==> config.mk <==
export PLATFORM = sky130hd
export DESIGN_NAME = nlfsr_search_ctrl_flat
export DESIGN_NICKNAME = d
export VERILOG_FILES = /design/src/rtl/nlfsr_search_ctrl_if.sv /design/src/rtl/nlfsr_search_ctrl.sv /design/src/flat_wrapper.sv
export SDC_FILE = /design/constraint.sdc
export NUM_CORES = 1
export LEC_CHECK = 0
export ABC_AREA = 1
export ABC_CLOCK_PERIOD_IN_PS = 3200
export CORE_UTILIZATION = 60
export CTS_BUF_LIST = sky130_fd_sc_hd__clkbuf_2
export DETAILED_ROUTE_END_ITERATION = 7
export GPL_TIMING_DRIVEN = 0
export PLACE_DENSITY = 0.9
export SLEW_MARGIN = 25
export SYNTH_ARGS = -nofsm -noshare
export SYNTH_HDL_FRONTEND = slang
export SYNTH_SLANG_ARGS = --single-unit
==> constraint.sdc <==
create_clock -name clk -period 3.2 [get_ports clk]
set_clock_uncertainty 0.1 [all_clocks]
set_input_delay 0.64 -clock clk [delete_from_list [all_inputs] [get_ports clk]]
set_output_delay 0.64 -clock clk [all_outputs]
set_load 0.1 [all_outputs]
==> src/rtl/nlfsr_search_ctrl_if.sv <==
// Signal bundle between the NLFSR search sequencer and its host, feedback selector,
// NLFSR and result consumer.
interface nlfsr_search_ctrl_if #(
    parameter int unsigned CAND_W = 12
);
    logic              start;
    logic [CAND_W-1:0] cand_first;
    logic [CAND_W-1:0] cand_last;
    logic              sel_load;
    logic [CAND_W-1:0] sel_cand;
    logic              sel_done;
    logic              nlfsr_res;
    logic              nlfsr_ena;
    logic              nlfsr_found;
    logic              nlfsr_failure;
    logic              hit_valid;
    logic [CAND_W-1:0] hit_cand;
    logic              hit_ready;
    logic              busy;
    logic              done;
    logic [CAND_W:0]   hit_count;
    logic              wd_err;

    modport master (
        input  start, cand_first, cand_last, sel_done, nlfsr_found, nlfsr_failure, hit_ready,
        output sel_load, sel_cand, nlfsr_res, nlfsr_ena, hit_valid, hit_cand,
               busy, done, hit_count, wd_err
    );

    modport slave (
        output start, cand_first, cand_last, sel_done, nlfsr_found, nlfsr_failure, hit_ready,
        input  sel_load, sel_cand, nlfsr_res, nlfsr_ena, hit_valid, hit_cand,
               busy, done, hit_count, wd_err
    );
endinterface

==> src/rtl/nlfsr_search_ctrl.sv <==
// Sequencer for an exhaustive full-period search over NLFSR feedback candidates:
// reset, load selector, run with watchdog, report full-period hits.
module nlfsr_search_ctrl #(
    parameter int unsigned SIZE     = 16,
    parameter int unsigned CAND_W   = 12,
    parameter int unsigned WD_SLACK = 8
) (
    input  logic                clk,
    input  logic                res,
    nlfsr_search_ctrl_if.master bus
);

    localparam int unsigned         CNT_W     = SIZE + 2;
    localparam logic [CNT_W-1:0]    WD_LIMIT  = CNT_W'((32'd1 << SIZE) + WD_SLACK);
    localparam logic [CAND_W-1:0]   CAND_MAX  = '1;
    localparam logic [CAND_W:0]     HITS_MAX  = '1;

    typedef enum logic [2:0] {
        S_IDLE,
        S_CLEAR,
        S_SELECT,
        S_RUN,
        S_REPORT,
        S_NEXT,
        S_DONE
    } state_t;

    state_t            state;
    logic [CAND_W-1:0] cur;
    logic [CAND_W-1:0] last;
    logic [CNT_W-1:0]  run_cnt;
    logic [CNT_W-1:0]  run_cnt_nxt;

    // Run cycles only count while the selector reports ready.
    assign run_cnt_nxt = run_cnt + CNT_W'(bus.sel_done);

    always_ff @(posedge clk) begin
        if (res) begin
            state         <= S_IDLE;
            cur           <= '0;
            last          <= '0;
            run_cnt       <= '0;
            bus.sel_load  <= 1'b0;
            bus.sel_cand  <= '0;
            bus.nlfsr_res <= 1'b0;
            bus.nlfsr_ena <= 1'b0;
            bus.hit_valid <= 1'b0;
            bus.hit_cand  <= '0;
            bus.busy      <= 1'b0;
            bus.done      <= 1'b0;
            bus.hit_count <= '0;
            bus.wd_err    <= 1'b0;
        end else begin
            bus.sel_load  <= 1'b0;
            bus.nlfsr_res <= 1'b0;

            case (state)
                S_IDLE, S_DONE: begin
                    if (bus.start) begin
                        cur           <= bus.cand_first;
                        last          <= bus.cand_last;
                        bus.hit_count <= '0;
                        bus.wd_err    <= 1'b0;
                        if (bus.cand_first > bus.cand_last) begin
                            state    <= S_DONE;
                            bus.done <= 1'b1;
                        end else begin
                            state         <= S_CLEAR;
                            bus.done      <= 1'b0;
                            bus.busy      <= 1'b1;
                            bus.nlfsr_res <= 1'b1;
                            bus.sel_cand  <= bus.cand_first;
                        end
                    end
                end

                S_CLEAR: begin
                    run_cnt      <= '0;
                    bus.sel_load <= 1'b1;
                    state        <= S_SELECT;
                end

                // sel_load is high only in the first SELECT cycle; ignore sel_done there.
                S_SELECT: begin
                    if (!bus.sel_load && bus.sel_done) begin
                        bus.nlfsr_ena <= 1'b1;
                        state         <= S_RUN;
                    end
                end

                S_RUN: begin
                    run_cnt <= run_cnt_nxt;
                    if (bus.nlfsr_found) begin
                        bus.nlfsr_ena <= 1'b0;
                        bus.hit_valid <= 1'b1;
                        bus.hit_cand  <= cur;
                        state         <= S_REPORT;
                    end else if (bus.nlfsr_failure) begin
                        bus.nlfsr_ena <= 1'b0;
                        state         <= S_NEXT;
                    end else if (run_cnt_nxt == WD_LIMIT) begin
                        bus.nlfsr_ena <= 1'b0;
                        bus.wd_err    <= 1'b1;
                        state         <= S_NEXT;
                    end
                end

                S_REPORT: begin
                    if (bus.hit_ready) begin
                        bus.hit_valid <= 1'b0;
                        if (bus.hit_count != HITS_MAX) begin
                            bus.hit_count <= bus.hit_count + 1'b1;
                        end
                        state <= S_NEXT;
                    end
                end

                // The top index always terminates so cur never wraps.
                S_NEXT: begin
                    if (cur == last || cur == CAND_MAX) begin
                        bus.done <= 1'b1;
                        bus.busy <= 1'b0;
                        state    <= S_DONE;
                    end else begin
                        cur           <= cur + 1'b1;
                        bus.sel_cand  <= cur + 1'b1;
                        bus.nlfsr_res <= 1'b1;
                        state         <= S_CLEAR;
                    end
                end

                default: state <= S_IDLE;
            endcase
        end
    end

endmodule

==> src/flat_wrapper.sv <==
// flat-port wrapper written by rule: the top's interface ports become plain ports
module nlfsr_search_ctrl_flat 
#(
    parameter int unsigned SIZE     = 16,
    parameter int unsigned CAND_W   = 12,
    parameter int unsigned WD_SLACK = 8
)
  (clk, res, bus_start, bus_cand_first, bus_cand_last, bus_sel_done, bus_nlfsr_found, bus_nlfsr_failure, bus_hit_ready, bus_sel_load, bus_sel_cand, bus_nlfsr_res, bus_nlfsr_ena, bus_hit_valid, bus_hit_cand, bus_busy, bus_done, bus_hit_count, bus_wd_err);
  nlfsr_search_ctrl_if #(.CAND_W(CAND_W)) bus_i ();
  input  logic clk;
  input  logic res;
  input wire logic [$bits(bus_i.start)-1:0] bus_start;
  input wire logic [$bits(bus_i.cand_first)-1:0] bus_cand_first;
  input wire logic [$bits(bus_i.cand_last)-1:0] bus_cand_last;
  input wire logic [$bits(bus_i.sel_done)-1:0] bus_sel_done;
  input wire logic [$bits(bus_i.nlfsr_found)-1:0] bus_nlfsr_found;
  input wire logic [$bits(bus_i.nlfsr_failure)-1:0] bus_nlfsr_failure;
  input wire logic [$bits(bus_i.hit_ready)-1:0] bus_hit_ready;
  output wire logic [$bits(bus_i.sel_load)-1:0] bus_sel_load;
  output wire logic [$bits(bus_i.sel_cand)-1:0] bus_sel_cand;
  output wire logic [$bits(bus_i.nlfsr_res)-1:0] bus_nlfsr_res;
  output wire logic [$bits(bus_i.nlfsr_ena)-1:0] bus_nlfsr_ena;
  output wire logic [$bits(bus_i.hit_valid)-1:0] bus_hit_valid;
  output wire logic [$bits(bus_i.hit_cand)-1:0] bus_hit_cand;
  output wire logic [$bits(bus_i.busy)-1:0] bus_busy;
  output wire logic [$bits(bus_i.done)-1:0] bus_done;
  output wire logic [$bits(bus_i.hit_count)-1:0] bus_hit_count;
  output wire logic [$bits(bus_i.wd_err)-1:0] bus_wd_err;
  assign bus_i.start = bus_start;
  assign bus_i.cand_first = bus_cand_first;
  assign bus_i.cand_last = bus_cand_last;
  assign bus_i.sel_done = bus_sel_done;
  assign bus_i.nlfsr_found = bus_nlfsr_found;
  assign bus_i.nlfsr_failure = bus_nlfsr_failure;
  assign bus_i.hit_ready = bus_hit_ready;
  assign bus_sel_load = bus_i.sel_load;
  assign bus_sel_cand = bus_i.sel_cand;
  assign bus_nlfsr_res = bus_i.nlfsr_res;
  assign bus_nlfsr_ena = bus_i.nlfsr_ena;
  assign bus_hit_valid = bus_i.hit_valid;
  assign bus_hit_cand = bus_i.hit_cand;
  assign bus_busy = bus_i.busy;
  assign bus_done = bus_i.done;
  assign bus_hit_count = bus_i.hit_count;
  assign bus_wd_err = bus_i.wd_err;
  nlfsr_search_ctrl #(.SIZE(SIZE), .CAND_W(CAND_W), .WD_SLACK(WD_SLACK)) u_core (.clk(clk), .res(res), .bus(bus_i));
endmodule
After elaboration in Yosys (flattened, before gate mapping) --
Index checks and enable logic that the tools add are counted.
Storage, ports and cells: flip-flop bits (word level) 89, word-level logic and storage cells 108, input port bits 31
Cells by class: equality and inequality tests 22, muxes and demuxes 46, add/sub/neg operators 3, reduce and logical (&&, ||, !) cells 22, magnitude comparators 1
Operators with widths (number):
- 12-bit two-way mux | 4
- 12-bit one-hot mux with 2 select lines | 2
- 13-bit two-way mux | 3
- 18-bit one-hot mux with 2 select lines | 1
- 13-bit one-hot mux with 2 select lines | 1
- 3-bit two-way mux | 8
- 1-bit two-way mux | 20
- 18-bit by 1-bit adder with 18-bit output | 1
- 18-bit by 17-bit == test with 1-bit output, second input constant | 1
- 3-bit one-hot mux with 6 select lines | 1
- 4-bit AND reduction | 4
- 2-bit != test, second input constant | 7
- 13-bit by 1-bit adder with 13-bit output, second input constant | 1
- 13-bit != test, second input constant | 1
- 12-bit by 1-bit adder with 12-bit output, second input constant | 1
- 12-bit == test | 1
- 12-bit == test, second input constant | 1
- 12-bit greater-than comparator | 1
- 1-bit one-hot mux with 2 select lines | 6
- 3-bit AND reduction | 4
- 2-bit nonzero test | 6
- 3-bit == test, second input constant | 3
- 2-bit by 1-bit != test with 1-bit output, second input constant | 4
- 3-bit by 2-bit == test with 1-bit output, second input constant | 2
- other kinds (9) | 10

Longest topological paths before layout --
Gate-level depths: netlist (run 1).
depth in word-level cells 6, depth in mapped cells 17, gate-level depth less buffers 17

Worst setup path after synthesis (run 1) --
Ideal clock, no wire load.
path kind register to register, from register u_core.bus.hit_count[0] (netlist bit), to register u_core.bus.hit_count[7] (netlist bit), cell stages (with the launch flop) 13, period minus slack after synthesis 2.609 ns, slack 0.591 ns, library setup time 0.119 ns, required time 2.981 ns, data arrival time 2.390 ns, cells stage by stage dfxtp_1 > ha_1 > nand4_1 > nor2_1 > nand2_1 > o21ai_1 > nand2_1 > nand2_4 > inv_4 > nand2_2 > nor2_1 > o21bai_1 > nor2_1
Between the ends: word-level cells in the longest chain between the ends 4
Ends and longest elaborated chain:
- from (decl) | RTL line nlfsr_search_ctrl_if.sv:27 | busy, done, hit_count, wd_err
- from (signal assigned) | RTL line nlfsr_search_ctrl.sv:112 | bus.hit_count <= bus.hit_count + 1'b1;
- 13-bit by 1-bit adder with 13-bit output | RTL line nlfsr_search_ctrl.sv:112
- 13-bit two-way mux | RTL line nlfsr_search_ctrl.sv:111 | if (bus.hit_count != HITS_MAX) begin
- 13-bit two-way mux | RTL line nlfsr_search_ctrl.sv:109 | if (bus.hit_ready) begin
- 13-bit one-hot mux with 2 select lines | RTL line nlfsr_search_ctrl.sv:57 | case (state)
Several ways; a longest one is shown, not always the timed one. The select of a mux whose other input is x is not followed. A chain may end at the register's enable or synchronous reset.

Worst setup path after layout (run 1) --
from register u_core.bus.hit_count[9] (netlist bit), to output bus_hit_count[9]
RTL lines:
- to (decl) | RTL line flat_wrapper.sv:27 | output wire logic [$bits(bus_i.hit_count)-1:0] bus_hit_count;
No word-level cell between the ends.

==> results of run 1 <==
through the flow:
step	total power, µW	cells
after detailed placement	3800	893
after global placement	3750	893
after floorplan	3230	718
final	4420	909
after CTS	4380	909
after global routing	4690	909
per-layer routing:
layer | vias to the layer above | GRT usage | wire, µm
met1 | 2280 | 0.434 | 5620
met2 | 259 | 0.539 | 5990
met5 | - | 0 | 0
li1 | 2500 | - | -
met4 | 0 | 0.132 | 308
met3 | 40 | 0.0489 | 1210
worst paths after layout:
check / startpoint / endpoint / slack, ns / depth (start not counted)
hold reg to reg: u_core.bus.hit_cand[3] / u_core.bus.hit_cand[3] / 0.38 / 2
setup / recovery: u_core.bus.hit_count[9] / bus_hit_count[9] / 0.20 / 1
setup reg to reg: u_core.run_cnt[0] / u_core.state[2] / 0.80 / 16
hold / removal: u_core.bus.hit_cand[3] / u_core.bus.hit_cand[3] / 0.38 / 2
kinds of logic (layout without fill, tap and decap cells):
logic type	count (synthesis)	after routing	synth area share
and+or+nand+nor	362	362	0.324
AOI/OAI and AO/OA	135	135	0.147
buffers and inverters	92	181	0.0758
DFF	89	89	0.369
xor gates and xnor gates	23	23	0.0417
adders and majority gates	16	16	0.0414
muxes	1	1	0.00207
synth_stat cells, drive strengths merged:
cell type    n  share of area
inv         66          0.052
nor3b        3         0.0047
nand4       15          0.019
a21oi       80          0.083
clkbuf      18          0.014
nand2      206           0.17
nor4         1         0.0013
nand3       42          0.045
a211oi       2         0.0031
o21bai       7          0.011
o21ai       44          0.046
mux2i        1         0.0021
xor2         9          0.016
buf          8         0.0096
o31ai        1         0.0016
ha          16          0.041
nor3         8          0.010
nor2        84          0.073
o21ba        1         0.0021
xnor2       14          0.025
or2          1         0.0013
dfxtp       89           0.37
nand3b       2         0.0031
state kept, by name, summed over array words and instances, names as in the netlist:
name	count
u_core.bus.busy	1
u_core.bus.done	1
u_core.bus.hit_cand	12
u_core.bus.hit_count	13
u_core.bus.hit_valid	1
u_core.bus.nlfsr_ena	1
u_core.bus.nlfsr_res	1
u_core.bus.sel_cand	12
u_core.bus.sel_load	1
u_core.bus.wd_err	1
u_core.cur	12
u_core.last	12
u_core.run_cnt	18
u_core.state	3
layout by cell type, fill, tap and decap left out, types with 15 or more instances in the layout:
master	instances
ha_1	16
clkbuf_1	16
nand2_1	196
nand4_1	15
o21ai_0	39
nand3_1	41
nor2_1	75
clkdlybuf4s50_1	73
inv_1	59
a21oi_1	80
dfxtp_1	89
final cells by class:
| cell class | count | area, µm² |
|---|---|---|
| multi-input cells | 537 | 2690 |
| fillers | 656 | 1960 |
| flip-flops and latches | 89 | 1780 |
| repair buffers | 73 | 731 |
| inverters | 66 | 250 |
| well taps | 102 | 128 |
| plain buffers | 26 | 116 |
| clock inverters | 7 | 70.1 |
| clock buffers | 9 | 45.0 |
power breakdown:
group	internal, µW	leakage (µW)	total [µW]	switching [µW]
combinational	671	0.00146	2310	1640
clock	178	0.0000620	586	408
sequential	1330	0.000726	1520	190
==> out/results.tsv, run 1 <==
stage	metric	value	unit
outcome	outcome	finished clean	
routing	post-route ant nets	0	
logic_synthesis	Yosys warnings	0	
routing	TritonRoute pass-1 iters	5	
sta	RSZ-0062 raised after global routing	false	
global_routing	first-pass GRT wire length	22100	µm
sta	Slew Limit Fails	0	
global_routing	initial antenna violation count	0	
global_routing	GR Util All Layers	0.328	
logic_synthesis	Cell variety after synth	36	
setup_path	worst path required time	2.46	ns
clock_network	cts-stage hold buffer count	0	
routing	DR iter-0 viols	454	
sta	hold_ws	0.378	ns
setup_path	crit path cell chain	clkdlybuf4s50_1	
clock_network	Root Buffer Master	clkbuf_2	
routing	drt wl/cell	14.4	µm
place	Placed Area	5690	µm²
logic_synthesis	Post-Syn Instances	718	
global_routing	grt total ovfl	0	
sta	worst slew pin tran	0.993	ns
global_routing	vias in the first global route	4791	
setup_path	CP max stage delay	1.18	ns
setup_path	CP endpoint kind	output pin	
pwr	Pleak	0.00225	µW
clock_network	Post-CTS Resized	0	
layout	proportion of layout cells with a drive suffix above 1	0.0682	
place	detailed-placement wirelength estimate	10100	µm
layout	NumNets Final	849	
logic_synthesis	register area share after synthesis	0.369	
sta	final worst setup slack	0.200	ns
hold_path	Hold Crit Class	register to register	
pwr	Worst VDD drop	694	µV
clock_network	number of H-tree levels	3	
place	GPL Wtd Cong	0.917	
logic_synthesis	Yosys reg bits	89	
setup_path	Worst Setup Path Type	register to output pin	
sta	Final min period	3.00	ns
setup_path	Startpoint Class	register	
logic_synthesis	Synth Cell Area	4830	µm²
sta	setup TNS	0	ns
routing	vias	5079	
floorplan	Die Ht	91.8	µm
floorplan	I/O pins	75	
layout	Antenna Cells	0	
clock_network	worst skew pair latency	0.56	ns
place	port bufs	73	
sta	Final setup viols	0	
place	DP Worst Slack	-0.0259	ns
floorplan	initial core utilization	0.622	
layout	Util after Layout	0.748	
floorplan	Core Region	7770	µm²
layout	Area growth syn-to-layout	20.1	%
setup_path	Crit path buffers/inverters	1	
logic_synthesis	syn_nets	765	
clock_network	Num CTS Buffers	9	
global_routing	largest net degree at the start of global routing	16	
setup_path	Crit Path Max Fanout	6	
clock_network	TritonCTS clock tree	built	
logic_synthesis	Mapped Avg Cell Area	6.73	µm²
setup_path	CP Data Arrival Time	2.26	ns
sta	Fmax	0.333	GHz
clock_network	Clock Path Buffers	2	
sta	Fin. Hold Viols	0	
layout	post-route cell area	5810	µm²
routing	DRT Wirelength	13100	µm
routing	vias per cell	5.59	
clock_network	Post-CTS Setup Inserts	0	
floorplan	Die X	91.8	µm
sta	slew margin rel.	0.336	
clock_network	CTS sink cnt	89	
setup_path	slowest cell on the critical path	clkdlybuf4s50_1	
sta	Final Cycle Share	0.938	
floorplan	Row Count	32	
run	MaxCap Viol Count	0	
routing	Residual DRC	0	
setup_path	CP delay by family, top	buffers and inverters	
floorplan	Die Area	8420	µm²
clock_network	Clk pin slew, worst setup/hold paths	0.26	ns
pwr	PwrDens	760	nW/µm²
Power figures use the tool's default switching activity.
==> run 2, diff against run 1 <==
- CAP_MARGIN: default -> 20
- GPL_TIMING_DRIVEN: 0 -> default
- PLACE_DENSITY: 0.9 -> 0.95
==> run 2 against run 1 <==
Hold slack better by 0.0062 ns. Critical path type is now primary input to register. Sequential share of layout area is 1.1 points higher. Final cell count is 2.2% lower. Fmax is 13% higher. Global-route usage is 1.3 points lower. Utilization is 2.5 points lower. Largest power group unchanged. Design area is 3.4% lower. Critical endpoint is now u_core.state[0]. First-iteration DRC count is 31% lower. Via count is 1.0% lower. Sequential power is 5% higher. Sequential cell count stayed put.
==> out/results.tsv, run 2 (synthesis results as in run 1) <==
stage	metric	value	unit
outcome	outcome	finished clean	
routing	DRT Wirelength	12900	µm
setup_path	CP max stage delay	0.52	ns
global_routing	largest net degree at the start of global routing	51	
pwr	Pleak	0.00230	µW
layout	Largest regs	u_core.run_cnt x18, u_core.bus.hit_count x13	
sta	Slew Limit Fails	0	
global_routing	GR Util All Layers	0.315	
clock_network	Clock Path Buffers	2	
clock_network	Num CTS Buffers	9	
pwr	PwrDens	760	nW/µm²
sta	hold_ws	0.384	ns
setup_path	CP endpoint kind	register	
clock_network	Clk pin slew, worst setup/hold paths	0.27	ns
setup_path	Startpoint Class	primary input	
pwr	Clock power frac	0.124	
global_routing	met2 usage	0.513	
routing	vias per cell	5.65	
floorplan	Die X	91.8	µm
place	GPL Wtd Cong	0.946	
sta	Final Cycle Share	0.828	
sta	Fin. Hold Viols	0	
routing	drt wl/cell	14.5	µm
clock_network	CTS sink cnt	89	
clock_network	cts-stage hold buffer count	0	
setup_path	Worst Setup Path Type	primary input to register	
setup_path	Register-to-Register Setup Slack	0.74	ns
pwr	Pint	2040	µW
hold_path	Hold Crit Class	register to register	
place	detailed-placement wirelength estimate	9610	µm
layout	commonest non-fill, non-tap cell in the layout	nand2_1	
clock_network	Post-CTS Resized	0	
hold_path	HP Start	u_core.bus.hit_cand[3]	
routing	post-route ant nets	0	
pwr	Seq pwr share	0.374	
run	MaxCap Viol Count	0	
sta	Final min period	2.65	ns
pwr	Overall Power	4270	µW
setup_path	most used cell, CP	nand2_1	
routing	DR iter-0 viols	314	
floorplan	I/O pins	75	
layout	Area growth syn-to-layout	16.1	%
sta	RSZ-0062 raised after global routing	false	
setup_path	R2R depth	15	
routing	Residual DRC	0	
place	port bufs	74	
place	Placed Area	5510	µm²
hold_path	WHS Path Cells	2	
global_routing	first-pass GRT wire length	21400	µm
setup_path	worst path required time	3.58	ns
layout	Antenna Cells	0	
floorplan	Die Ht	91.8	µm
pwr	Psw	2230	µW
layout	fill count	647	
sta	slew margin rel.	0.578	
global_routing	gr busiest metal	met2	
global_routing	initial antenna violation count	0	
clock_network	Root Buffer Master	clkbuf_2	
setup_path	reg2reg start	u_core.run_cnt[0]	
floorplan	initial core utilization	0.622	
hold_path	Worst Hold Path EP	u_core.bus.hit_cand[3]	
layout	post-route cell area	5610	µm²
sta	Fmax	0.377	GHz
routing	vias	5026	
floorplan	Die Area	8420	µm²
setup_path	crit path cell chain	clkdlybuf4s50_1, ha_1, ha_1, nand3_1, nor2_1, nand3_1, nand2_1, nand2_1, nor2_1, nand2_1, nor2_2, nand2_1, nand2_2, nand3_2, o21ai_1, inv_1	
clock_network	worst skew pair latency	0.56	ns
layout	most frequent cells in the layout	196 x nand2_1, 89 x dfxtp_1, 80 x a21oi_1	
setup_path	R2R Path End	u_core.state[0]	
clock_network	Post-CTS Setup Inserts	0	
floorplan	Core Region	7770	µm²
clock_network	number of H-tree levels	3	
pwr	Worst VDD drop	733	µV
sta	Final setup viols	0	
floorplan	Row Count	32	
setup_path	CP Data Arrival Time	3.03	ns
sta	setup TNS	0	ns
setup_path	Crit Path Max Fanout	5	
global_routing	vias in the first global route	4598	
layout	Largest register FFs	18	
global_routing	met3 Track Usage GR	0.0415	
layout	register name with the most flops	u_core.run_cnt	
routing	TritonRoute pass-1 iters	5	
pwr	switching share of power	0.522	
global_routing	met1 Track Usage GR	0.422	
clock_network	TritonCTS clock tree	built	
sta	worst slew pin tran	0.629	ns
layout	proportion of layout cells with a drive suffix above 1	0.122	
layout	NumNets Final	829	
global_routing	grt total ovfl	0	
setup_path	slowest cell on the critical path	clkdlybuf4s50_1	
pwr	Comb pwr share	0.502	
-- run 2: final cells by class --
cell class	count	area, µm²	area share
clock buffers	9	45.0	0.00803
clock inverters	7	52.6	0.00936
inverters	66	250	0.0446
multi-input cells	537	2690	0.479
flip-flops and latches	89	1780	0.318
well taps	102	128	0.0227
repair buffers	79	668	0.119
-- run 2: worst max path at each step --
| stage | startpoint | to | slack, ns | cells after the start |
|---|---|---|---|---|
| floorplan | u_core.bus.hit_count[0] | u_core.bus.hit_count[7] | 0.59 | 12 |
| global placement | bus_sel_done | u_core.state[0] | 0.13 | 16 |
| detailed placement | bus_sel_done | u_core.state[0] | 0.02 | 16 |
| CTS | bus_sel_done | u_core.state[0] | 0.62 | 16 |
| global route | bus_sel_done | u_core.state[2] | 0.32 | 17 |
| finish | bus_sel_done | u_core.state[0] | 0.55 | 16 |
-- run 2: power groups by stage --
| stage | clock [µW] | sequential (µW) | combinational (µW) |
|---|---|---|---|
| after detailed placement | 0 | 1610 | 2110 |
| after floorplan | 0 | 1990 | 1230 |
| final | 527 | 1600 | 2140 |
| after global routing | 582 | 1620 | 2320 |
| after global placement | 0 | 1600 | 2050 |
| after CTS | 530 | 1580 | 2120 |
-- run 2: worst max-delay path, delay by kind of cell --
| family | cells | cell delay, ns |
|---|---|---|
| and+or+nand+nor | 11 | 1.14 |
| adders and majority gates | 2 | 0.52 |
| buffers and inverters | 2 | 0.57 |
| AOI/OAI and AO/OA | 1 | 0.14 |
-- run 2: per-stage QoR --
step / worst slack [ns] / instances / util
3_3_place_gp: 0.134 / 873 / 0.710
6_report: 0.551 / 889 / 0.722
2_1_floorplan: 0.591 / 718 / -
3_5_place_dp: 0.0185 / 873 / 0.710
5_1_grt: 0.320 / 889 / 0.722
4_1_cts: 0.621 / 889 / 0.722
-- run 2: metal layers --
layer,part of all wire,up-vias
met5,0,-
met4,0.023,0
met3,0.078,28
met2,0.47,224
met1,0.43,2310
li1,-,2464
